$ cat config.mk
export PLATFORM = sky130hd
export DESIGN_NAME = sim_video_out
export DESIGN_NICKNAME = d
export VERILOG_FILES = /design/src/rtl/sim_video_pkg.sv /design/src/rtl/sim_raster_meter.sv /design/src/rtl/sim_video_out.sv
export SDC_FILE = /design/constraint.sdc
export NUM_CORES = 1
export LEC_CHECK = 0
export ABC_AREA = 0
export CAP_MARGIN = 20
export CORE_AREA = 2 2 114 94
export DETAILED_ROUTE_END_ITERATION = 12
export DIE_AREA = 0 0 116 96
export PLACE_DENSITY = 0.83
export SETUP_SLACK_MARGIN = 0.02
export SLEW_MARGIN = 5
export SYNTH_ARGS = -nofsm -noshare
export SYNTH_HDL_FRONTEND = slang
export SYNTH_SLANG_ARGS = --single-unit
export TNS_END_PERCENT = 20
$ cat constraint.sdc
create_clock -name clk_sys -period 6.55 [get_ports clk_sys]
set_input_delay 1.965 -clock clk_sys [delete_from_list [all_inputs] [get_ports clk_sys]]
set_output_delay 1.965 -clock clk_sys [all_outputs]
set_load 0.01 [all_outputs]
$ cat src/rtl/sim_video_pkg.sv
// Shared types and helpers for the simulation video output path.
// Holds the raster-geometry FSM states and the colour bit-replication function.
package sim_video_pkg;

    localparam int DEF_IN_W  = 3;
    localparam int DEF_OUT_W = 8;
    localparam int MAX_W     = 16;
    localparam int IDX_W     = $clog2(MAX_W);

    typedef enum logic [1:0] {
        UNLOCK = 2'd0,
        CHECK  = 2'd1,
        LOCKED = 2'd2
    } geom_state_t;

    // Output bit (out_w-1-i) takes input bit (in_w-1 - i mod in_w): MSB-first replication.
    function automatic logic [MAX_W-1:0] expand(input logic [MAX_W-1:0] c,
                                                input int in_w,
                                                input int out_w);
        logic [MAX_W-1:0] res;
        res = '0;
        for (int i = 0; i < MAX_W; i++) begin
            if (i < out_w) begin
                res[IDX_W'(out_w - 1 - i)] = c[IDX_W'(in_w - 1 - (i % in_w))];
            end
        end
        return res;
    endfunction

endpackage

$ cat src/rtl/sim_raster_meter.sv
// Sync edge detection, pixel/line counters and raster-geometry lock FSM.
// Measurements update on the same clock as the ce strobe carrying the edge.
module sim_raster_meter
    import sim_video_pkg::*;
#(
    parameter int CNT_W = 10,
    parameter int FRM_W = 16
)(
    input  logic             clk,
    input  logic             rst_n,
    input  logic             i_ce,
    input  logic             i_hs,
    input  logic             i_vs,
    output logic [CNT_W-1:0] o_h_cnt,
    output logic [CNT_W-1:0] o_v_cnt,
    output logic [CNT_W-1:0] o_line_len,
    output logic [CNT_W-1:0] o_frame_lines,
    output logic [FRM_W-1:0] o_frame_cnt,
    output logic             o_frame_start,
    output logic             o_geom_valid
);

    logic             r_hs_d;
    logic             r_vs_d;
    logic [CNT_W-1:0] r_h_cnt;
    logic [CNT_W-1:0] r_v_cnt;
    logic [CNT_W-1:0] r_line_len;
    logic [CNT_W-1:0] r_frame_lines;
    logic [FRM_W-1:0] r_frame_cnt;
    logic             r_frame_start;
    geom_state_t      r_state;
    logic [CNT_W-1:0] r_ref_line;
    logic [CNT_W-1:0] r_ref_lines;
    logic             r_geom_valid;

    logic             w_hs_edge;
    logic             w_vs_edge;
    logic [CNT_W-1:0] w_line_meas;
    logic [CNT_W-1:0] w_frame_meas;
    logic [CNT_W-1:0] w_line_now;
    logic             w_match;

    assign w_hs_edge    = i_ce & i_hs & ~r_hs_d;
    assign w_vs_edge    = i_ce & i_vs & ~r_vs_d;
    assign w_line_meas  = (r_h_cnt == '1) ? r_h_cnt : r_h_cnt + 1'b1;
    assign w_frame_meas = (r_v_cnt == '1) ? r_v_cnt : r_v_cnt + 1'b1;

    // The line length compared at a vs edge is the one being measured on this same strobe.
    assign w_line_now = w_hs_edge ? w_line_meas : r_line_len;
    assign w_match    = (w_line_now != '1) && (w_frame_meas != '1) &&
                        (w_line_now == r_ref_line) && (w_frame_meas == r_ref_lines);

    // NOTE: state registers use non-blocking assignments so every register samples pre-edge values.
    always_ff @(posedge clk or negedge rst_n) begin
        if (!rst_n) begin
            r_hs_d        <= 1'b0;
            r_vs_d        <= 1'b0;
            r_h_cnt       <= '0;
            r_v_cnt       <= '0;
            r_line_len    <= '0;
            r_frame_lines <= '0;
            r_frame_cnt   <= '0;
            r_frame_start <= 1'b0;
        end else begin
            r_frame_start <= w_vs_edge;
            if (i_ce) begin
                r_hs_d <= i_hs;
                r_vs_d <= i_vs;
            end
            if (w_hs_edge) begin
                r_line_len <= w_line_meas;
                r_h_cnt    <= '0;
            end else if (i_ce) begin
                r_h_cnt <= w_line_meas;
            end
            // A coincident vs edge wins: the line increment is dropped and v_cnt restarts.
            if (w_vs_edge) begin
                r_frame_lines <= w_frame_meas;
                r_v_cnt       <= '0;
                r_frame_cnt   <= r_frame_cnt + 1'b1;
            end else if (w_hs_edge) begin
                r_v_cnt <= w_frame_meas;
            end
        end
    end

    always_ff @(posedge clk or negedge rst_n) begin
        if (!rst_n) begin
            r_state      <= UNLOCK;
            r_ref_line   <= '0;
            r_ref_lines  <= '0;
            r_geom_valid <= 1'b0;
        end else if (w_vs_edge) begin
            case (r_state)
                UNLOCK: begin
                    r_state     <= CHECK;
                    r_ref_line  <= w_line_now;
                    r_ref_lines <= w_frame_meas;
                end
                CHECK: begin
                    if (w_match) begin
                        r_state      <= LOCKED;
                        r_geom_valid <= 1'b1;
                    end else begin
                        r_ref_line  <= w_line_now;
                        r_ref_lines <= w_frame_meas;
                    end
                end
                LOCKED: begin
                    if (!w_match) begin
                        r_state      <= CHECK;
                        r_geom_valid <= 1'b0;
                        r_ref_line   <= w_line_now;
                        r_ref_lines  <= w_frame_meas;
                    end
                end
                default: begin
                    r_state      <= UNLOCK;
                    r_geom_valid <= 1'b0;
                end
            endcase
        end
    end

    assign o_h_cnt       = r_h_cnt;
    assign o_v_cnt       = r_v_cnt;
    assign o_line_len    = r_line_len;
    assign o_frame_lines = r_frame_lines;
    assign o_frame_cnt   = r_frame_cnt;
    assign o_frame_start = r_frame_start;
    assign o_geom_valid  = r_geom_valid;

endmodule

$ cat src/rtl/sim_video_out.sv
// Video output stage: two-stage colour/sync pipeline with bit-replicated expansion,
// blank gating and active-low VGA syncs, plus raster geometry measurement.
module sim_video_out
    import sim_video_pkg::*;
#(
    parameter int IN_W      = DEF_IN_W,
    parameter int OUT_W     = DEF_OUT_W,
    parameter bit BGR       = 1'b1,
    parameter bit HS_IN_LOW = 1'b0,
    parameter bit VS_IN_LOW = 1'b0,
    parameter int CNT_W     = 10,
    parameter int FRM_W     = 16
)(
    input  logic              clk_sys,
    input  logic              reset_n,
    input  logic              ce_pix,
    input  logic [3*IN_W-1:0] rgb_i,
    input  logic              hsync_i,
    input  logic              vsync_i,
    input  logic              hblank_i,
    input  logic              vblank_i,
    output logic [OUT_W-1:0]  VGA_R,
    output logic [OUT_W-1:0]  VGA_G,
    output logic [OUT_W-1:0]  VGA_B,
    output logic              VGA_HS,
    output logic              VGA_VS,
    output logic              VGA_DE,
    output logic [CNT_W-1:0]  h_cnt_o,
    output logic [CNT_W-1:0]  v_cnt_o,
    output logic [CNT_W-1:0]  line_len_o,
    output logic [CNT_W-1:0]  frame_lines_o,
    output logic [FRM_W-1:0]  frame_cnt_o,
    output logic              frame_start_o,
    output logic              geom_valid_o
);

    generate
        if (IN_W < 1 || IN_W > OUT_W || OUT_W > MAX_W) begin : g_bad_width
            $error("sim_video_out: need 1 <= IN_W <= OUT_W <= %0d", MAX_W);
        end
    endgenerate

    logic              w_hs;
    logic              w_vs;
    logic [IN_W-1:0]   w_r;
    logic [IN_W-1:0]   w_g;
    logic [IN_W-1:0]   w_b;
    logic [OUT_W-1:0]  w_r_exp;
    logic [OUT_W-1:0]  w_g_exp;
    logic [OUT_W-1:0]  w_b_exp;

    logic [IN_W-1:0]   r_s1_r;
    logic [IN_W-1:0]   r_s1_g;
    logic [IN_W-1:0]   r_s1_b;
    logic              r_s1_hs;
    logic              r_s1_vs;
    logic              r_s1_blank;

    assign w_hs = hsync_i ^ HS_IN_LOW;
    assign w_vs = vsync_i ^ VS_IN_LOW;

    // NOTE: every output of a combinational block gets a value on every path, so no latch is inferred.
    always_comb begin
        w_g = rgb_i[IN_W +: IN_W];
        if (BGR) begin
            w_r = rgb_i[0 +: IN_W];
            w_b = rgb_i[2*IN_W +: IN_W];
        end else begin
            w_r = rgb_i[2*IN_W +: IN_W];
            w_b = rgb_i[0 +: IN_W];
        end
    end

    assign w_r_exp = OUT_W'(expand(MAX_W'(r_s1_r), IN_W, OUT_W));
    assign w_g_exp = OUT_W'(expand(MAX_W'(r_s1_g), IN_W, OUT_W));
    assign w_b_exp = OUT_W'(expand(MAX_W'(r_s1_b), IN_W, OUT_W));

    // NOTE: stage 1 resets to "blanked, syncs inactive" so stale contents never leak a visible pixel.
    always_ff @(posedge clk_sys or negedge reset_n) begin
        if (!reset_n) begin
            r_s1_r     <= '0;
            r_s1_g     <= '0;
            r_s1_b     <= '0;
            r_s1_hs    <= 1'b0;
            r_s1_vs    <= 1'b0;
            r_s1_blank <= 1'b1;
        end else if (ce_pix) begin
            r_s1_r     <= w_r;
            r_s1_g     <= w_g;
            r_s1_b     <= w_b;
            r_s1_hs    <= w_hs;
            r_s1_vs    <= w_vs;
            r_s1_blank <= hblank_i | vblank_i;
        end
    end

    always_ff @(posedge clk_sys or negedge reset_n) begin
        if (!reset_n) begin
            VGA_R  <= '0;
            VGA_G  <= '0;
            VGA_B  <= '0;
            VGA_HS <= 1'b1;
            VGA_VS <= 1'b1;
            VGA_DE <= 1'b0;
        end else if (ce_pix) begin
            VGA_R  <= r_s1_blank ? '0 : w_r_exp;
            VGA_G  <= r_s1_blank ? '0 : w_g_exp;
            VGA_B  <= r_s1_blank ? '0 : w_b_exp;
            VGA_HS <= ~r_s1_hs;
            VGA_VS <= ~r_s1_vs;
            VGA_DE <= ~r_s1_blank;
        end
    end

    sim_raster_meter #(
        .CNT_W (CNT_W),
        .FRM_W (FRM_W)
    ) u_meter (
        .clk           (clk_sys),
        .rst_n         (reset_n),
        .i_ce          (ce_pix),
        .i_hs          (w_hs),
        .i_vs          (w_vs),
        .o_h_cnt       (h_cnt_o),
        .o_v_cnt       (v_cnt_o),
        .o_line_len    (line_len_o),
        .o_frame_lines (frame_lines_o),
        .o_frame_cnt   (frame_cnt_o),
        .o_frame_start (frame_start_o),
        .o_geom_valid  (geom_valid_o)
    );

endmodule

-- Yosys cells after proc, flatten, opt, wreduce, memory -nomap -nowiden
Cells that the tools add are included.
- flip-flop bits (word level): 119
- output and inout port bits: 85
- add/sub/neg operators: 3
- equality and inequality tests: 11
- mux-type cells: 20
- bitwise logic cells: 9
- reductions and logical operators: 11
- operators with widths (operator ; number):
    10-bit 2-to-1 mux ; 9
    10-bit case mux with 2 select lines ; 2
    8-bit 2-to-1 mux ; 3
    10-bit by 1-bit adder with 10-bit output (second input constant) ; 2
    10-bit == test ; 2
    10-bit == test (second input constant) ; 2
    10-bit != test (second input constant) ; 2
    16-bit by 1-bit adder with 16-bit output (second input constant) ; 1
    2-bit case mux with 3 select lines ; 1
    3-bit AND reduction ; 2
    2-bit nonzero test ; 3
    1-bit AND ; 4
    2-bit 2-to-1 mux ; 2
    2-bit != test (second input constant) ; 2
    1-bit inverter ; 4
    4-bit AND reduction ; 1
    1-bit logical AND ; 3
    1-bit case mux with 3 select lines ; 1
    2-bit by 1-bit == test with 1-bit output (second input constant) ; 1
    2-bit == test (second input constant) ; 1
    2-bit logical NOT ; 1
    1-bit 2-to-1 mux ; 2
    2-bit by 1-bit != test with 1-bit output (second input constant) ; 1
    2-bit OR reduction ; 1
    1-bit OR ; 1

-- Depth between registers and ports, before layout
- depth after elaboration: 9
- mapped depth: 13

-- Cells and area by module
A second synthesis with hierarchy kept.
- cell total of the unflattened synthesis: 592
- area total of the unflattened synthesis: 5819.3 µm²
- modules (own cells, without submodules) (module ; times used ; cells an instance ; area an instance (µm²) ; seq. area each (µm²)):
    sim_raster_meter ; 1 ; 501 ; 4707.0 ; 2052.0
    sim_video_out ; 1 ; 91 ; 1112.3 ; 604.3

-- Worst setup path before layout
No wires, ideal clock.
- kind: input-to-reg
- start: input ce_pix
- end: register u_meter.r_ref_line[0]
- library setup time: 0.125 ns
- arrival time: 4.509 ns
- data required time: 6.425 ns
- setup slack: 1.916 ns
- stages on the path: 11
- buffers on the path: 2
- cell sequence: buf_6 -> and3b_4 -> and2_1 -> a221o_1 -> o2111ai_1 -> nor4bb_1 -> or4_4 -> nor4_4 -> a211o_4 -> buf_12 -> mux2_4
- cells in the longest elaborated chain, start to end: 9
- RTL lines (what ; line ; source):
    start: declaration ; sim_video_out.sv:16 ; input logic ce_pix,
    1-bit AND * (2 in series) ; sim_raster_meter.sv:43 ; assign w_hs_edge = i_ce & i_hs & ~r_hs_d;
    10-bit 2-to-1 mux * ; sim_raster_meter.sv:49 ; assign w_line_now = w_hs_edge ? w_line_meas : r_line_len;
    via u_meter.w_line_now[0] ; sim_raster_meter.sv:40 ; logic [CNT_W-1:0] w_line_now;
    10-bit != test ; sim_raster_meter.sv:50 ; assign w_match = (w_line_now != '1) && (w_frame_meas != '1) &&
    1-bit logical AND (2 in series) ; sim_raster_meter.sv:50 ;
    1-bit logical AND ; sim_raster_meter.sv:51 ; (w_line_now == r_ref_line) && (w_frame_meas == r_ref_lines);
    2-bit != test (no source line) ; - ;
    3-bit AND reduction (no source line) ; - ;
    end signal: assignment ; sim_raster_meter.sv:97 ; r_ref_line <= w_line_now;
    end signal: assignment ; sim_raster_meter.sv:105 ; r_ref_line <= w_line_now;
    end signal: assignment ; sim_raster_meter.sv:113 ; r_ref_line <= w_line_now;
    end: declaration ; sim_raster_meter.sv:32 ; logic [CNT_W-1:0] r_ref_line;
The timed path passes the listed nets; every way through them passes the cells marked *. The select of a mux whose other input is x is not followed.
A chain may end at the register's enable or synchronous reset.

-- Final worst setup path
- start: input ce_pix
- end: register u_meter.r_ref_line[5]
- cells in the longest elaborated chain, start to end: 9
- RTL lines (what ; line):
    1-bit AND * (2 in series) ; sim_raster_meter.sv:43
    10-bit 2-to-1 mux * ; sim_raster_meter.sv:49
    via u_meter.w_line_now[0] ; sim_raster_meter.sv:40
    10-bit != test ; sim_raster_meter.sv:50
    1-bit logical AND ; sim_raster_meter.sv:50
    1-bit logical AND * ; sim_raster_meter.sv:50
    1-bit logical AND * ; sim_raster_meter.sv:51
    2-bit != test (no source line) * ; -
    3-bit AND reduction (no source line) * ; -
Marks and branches as above.

==> results.cfg <==
[status]
status = finished clean

[power]
p_leak_nw = 2.905
p_seq_frac = 0.425
switching_share = 0.3239
p_sw_uw = 674.6
irDropWorstVdd_uv = 220.6
p_comb_frac = 0.288
power_frac_clock = 0.286
powerDensity_nw_per_um2 = 305.9
p_int_mw = 1.408

[timing]
finalClockSkew_ns = 0.009992
min_period_ns = 5.257
max_slew_margin = 0.5119
fmax_ghz = 0.1902
rsz0062_at_grt = no
slew_violations = 0
tightestPinTransition_ns = 0.7245
fin_setup_tns_ns = 0
hold_violations = 0
setup_violations = 0
min_period_over_period = 0.8026

[placement]
io_buffer_count = 100
dp_cells = 739
routabilityCongestion = 0.9357
dp_hpwl_um = 9527

[cts]
htree_levels = 3
cts_root_buf = clkbuf_16
clkTransAtPathRegs_ns = 0.07
clock-sinks = 104
holdBufCountCts = 0
cts_max_path_buffers = 2
cts_resized = 0
cts_tree = done
insertion_delay_ns = 0.35
cts_buffers = 9
post_cts_buffers = 0

[worst_setup_path]
start_kind = input pin
r2r_slack_ns = 2.39
arrival_ns = 5.49
max_stage_delay_ns = 0.63
worstReg2RegStart = u_meter.o_v_cnt[0]$_DFFE_PN0P_
critPathRequiredTime_ns = 6.78
critPathMaxFanout = 20
rr_endpoint = u_meter.r_ref_line[5]$_DFFE_PN0P_
worstSetupStartpoint = ce_pix
r2r_cells = 10
critical_path_class = input pin to register
crit_path_end = u_meter.r_ref_line[5]$_DFFE_PN0P_
path_cells = clkdlybuf4s50_1, nand3b_2, a221o_1, o2111ai_1, nor4bb_1, or4_4, nor4_4, a211o_4, mux2_4
endpoint_kind = register
critPathSlowestCell = clkdlybuf4s50_1

[drt]
wl_um = 13710
dr_total_vias = 4518
drtPass1Iterations = 6
drcViolationCount = 0
routed_via_density = 5.984
drt_iter0_markers = 452
routedWlPerCell_um = 18.16
drtAntennaViolNets = 0

[layout]
final_cells = 755
final_common_cell = dfrtp_1
mostFrequentLayoutCells = 101 x dfrtp_1, 99 x clkdlybuf4s50_1, 63 x nand2_1
drive_gt1_frac = 0.1122
fin_nets = 632
antennaDiodeCount = 0
syn2layout_area_growth_pct = 22.08

[grt]
grt_max_degree = 56
grt_pass1_vias = 4252
track_usage = 0.2560
grt_pass1_wl_um = 22140
grt-ovfl-total = 0
antenna_found_initial = 0

[die]
core_um2 = 9992
die_w_um = 116
rows = 33
io_pins = 101
start_util = 0.5581
die_y_um = 96
die-area_um2 = 11140

[worst_hold_path]
hold_path.class = register to register
worstHoldPathCells = 1

[synth]
synthCells = 538
synth_top_cell_by_area = dfrtp_1
ys_ff_latch = 104
synth_nets = 560
synth_warnings = 0
ys_async_sr_fraction = 1.000
avgSynthCellArea_um2 = 10.37
synth_edf_count = 0
synth_top_area_frac = 0.4532
syn_area_um2 = 5577
synth_ff_type = dfrtp_1
synth_area_leaders = dfrtp_1 45%, nand2_1 4.2%, xnor2_1 3.9%, mux2_4 3.5%, buf_4 2.6%
synth-seq-area-share = 0.4674
ys_types = 75

[flow_run]
cap_violations = 0
power by group through the flow:
stage / logic, mW / clock network (mW) / registers [mW]
2_1_floorplan: 0.379 / 0 / 0.874
3_3_place_gp: 0.576 / 0 / 0.886
3_5_place_dp: 0.599 / 0 / 0.893
4_1_cts: 0.603 / 0.601 / 0.884
5_1_grt: 0.656 / 0.630 / 0.905
6_report: 0.601 / 0.596 / 0.886
sequential cells by signal, indices dropped and copies added (netlist names), 2 cells and up:
signal                 cells
u_meter.r_state            2
u_meter.o_line_len        10
u_meter.o_frame_cnt       16
VGA_R                      3
r_s1_b                     3
VGA_G                      3
u_meter.r_ref_lines       10
u_meter.o_v_cnt           10
r_s1_r                     3
u_meter.o_frame_lines     10
u_meter.o_h_cnt           10
VGA_B                      3
r_s1_g                     3
u_meter.r_ref_line        10
synth_stat cells (4+ instances only):
master,instances
clkbuf_1,12
mux2i_1,14
buf_2,7
a31oi_1,5
or3_1,4
inv_1,16
a211oi_1,4
ha_1,6
mux2_2,12
mux2_4,13
a22o_1,9
xor2_1,12
nor3_1,6
o31ai_1,5
a21oi_1,26
buf_4,19
and2_1,5
nand3_1,10
nor2_1,34
nand3_2,4
xnor2_1,25
o21ai_0,25
and4_1,5
nand4_1,14
dfrtp_1,101
nand2_1,63
and3_1,9
o2111ai_1,4
worst max-delay path: cells and delay by family:
family	cells	cell delay, ns
compound gates	3	1.09
mux	1	0.34
simple gates	4	1.46
buf+inv	1	0.63
worst min-delay path by stage:
stage                                     from                  to  slack, ns
floorplan           u_meter.r_vs_d$_DFFE_PN0P_  VGA_VS$_DFFE_PN1P_       0.40
global placement    u_meter.r_vs_d$_DFFE_PN0P_  VGA_VS$_DFFE_PN1P_       0.41
detailed placement  u_meter.r_vs_d$_DFFE_PN0P_  VGA_VS$_DFFE_PN1P_       0.43
CTS                 u_meter.r_vs_d$_DFFE_PN0P_  VGA_VS$_DFFE_PN1P_       0.44
global route        u_meter.r_vs_d$_DFFE_PN0P_  VGA_VS$_DFFE_PN1P_       0.46
finish              u_meter.r_vs_d$_DFFE_PN0P_  VGA_VS$_DFFE_PN1P_       0.44
metal layers:
metal,routed length [um],part of all wire,GRT usage,up-vias
li1,-,-,-,2053
met1,5872,0.43,0.3659,2195
met2,6515,0.48,0.4045,245
met3,1089,0.079,0.05038,25
met4,232,0.017,0.06448,0
met5,0,0,0,-
kinds of logic (layout without fill, tap and decap cells):
| group | Yosys count | count (layout) | synth area share |
|---|---|---|---|
| xor gates and xnor gates | 37 | 37 | 0.05811 |
| AOI/OAI and AO/OA | 113 | 113 | 0.1400 |
| muxes | 39 | 39 | 0.08436 |
| and+or+nand+nor | 178 | 178 | 0.1696 |
| adders and majority gates | 6 | 6 | 0.01346 |
| buffers and inverters | 61 | 138 | 0.06708 |
| DFF | 104 | 104 | 0.4674 |
metrics by stage:
stage	hold WS, ns	worst slack, ns	power (mW)	util	cell area [um^2]
detailed placement	0.4344	0.9734	1.491	0.6483	6477
CTS	0.4428	1.329	2.087	0.6813	6808
global placement	0.4119	1.043	1.462	0.6483	6477
floorplan	0.4001	1.916	1.253	-	5577
finish	0.4375	1.293	2.083	0.6813	6808
global route	0.4557	1.094	2.191	0.6813	6808
cell type report:
| type | instances | area (um^2) |
|---|---|---|
| tap | 140 | 175.2 |
| fill | 804 | 3184 |
| timing repair buffer | 105 | 1036 |
| clock buffer | 10 | 239.0 |
| multi-input combinational | 373 | 2596 |
| sequential | 104 | 2606 |
| clock inverter | 6 | 91.34 |
| inverter | 17 | 63.81 |
No activity file was read; power rests on OpenSTA's default activity.
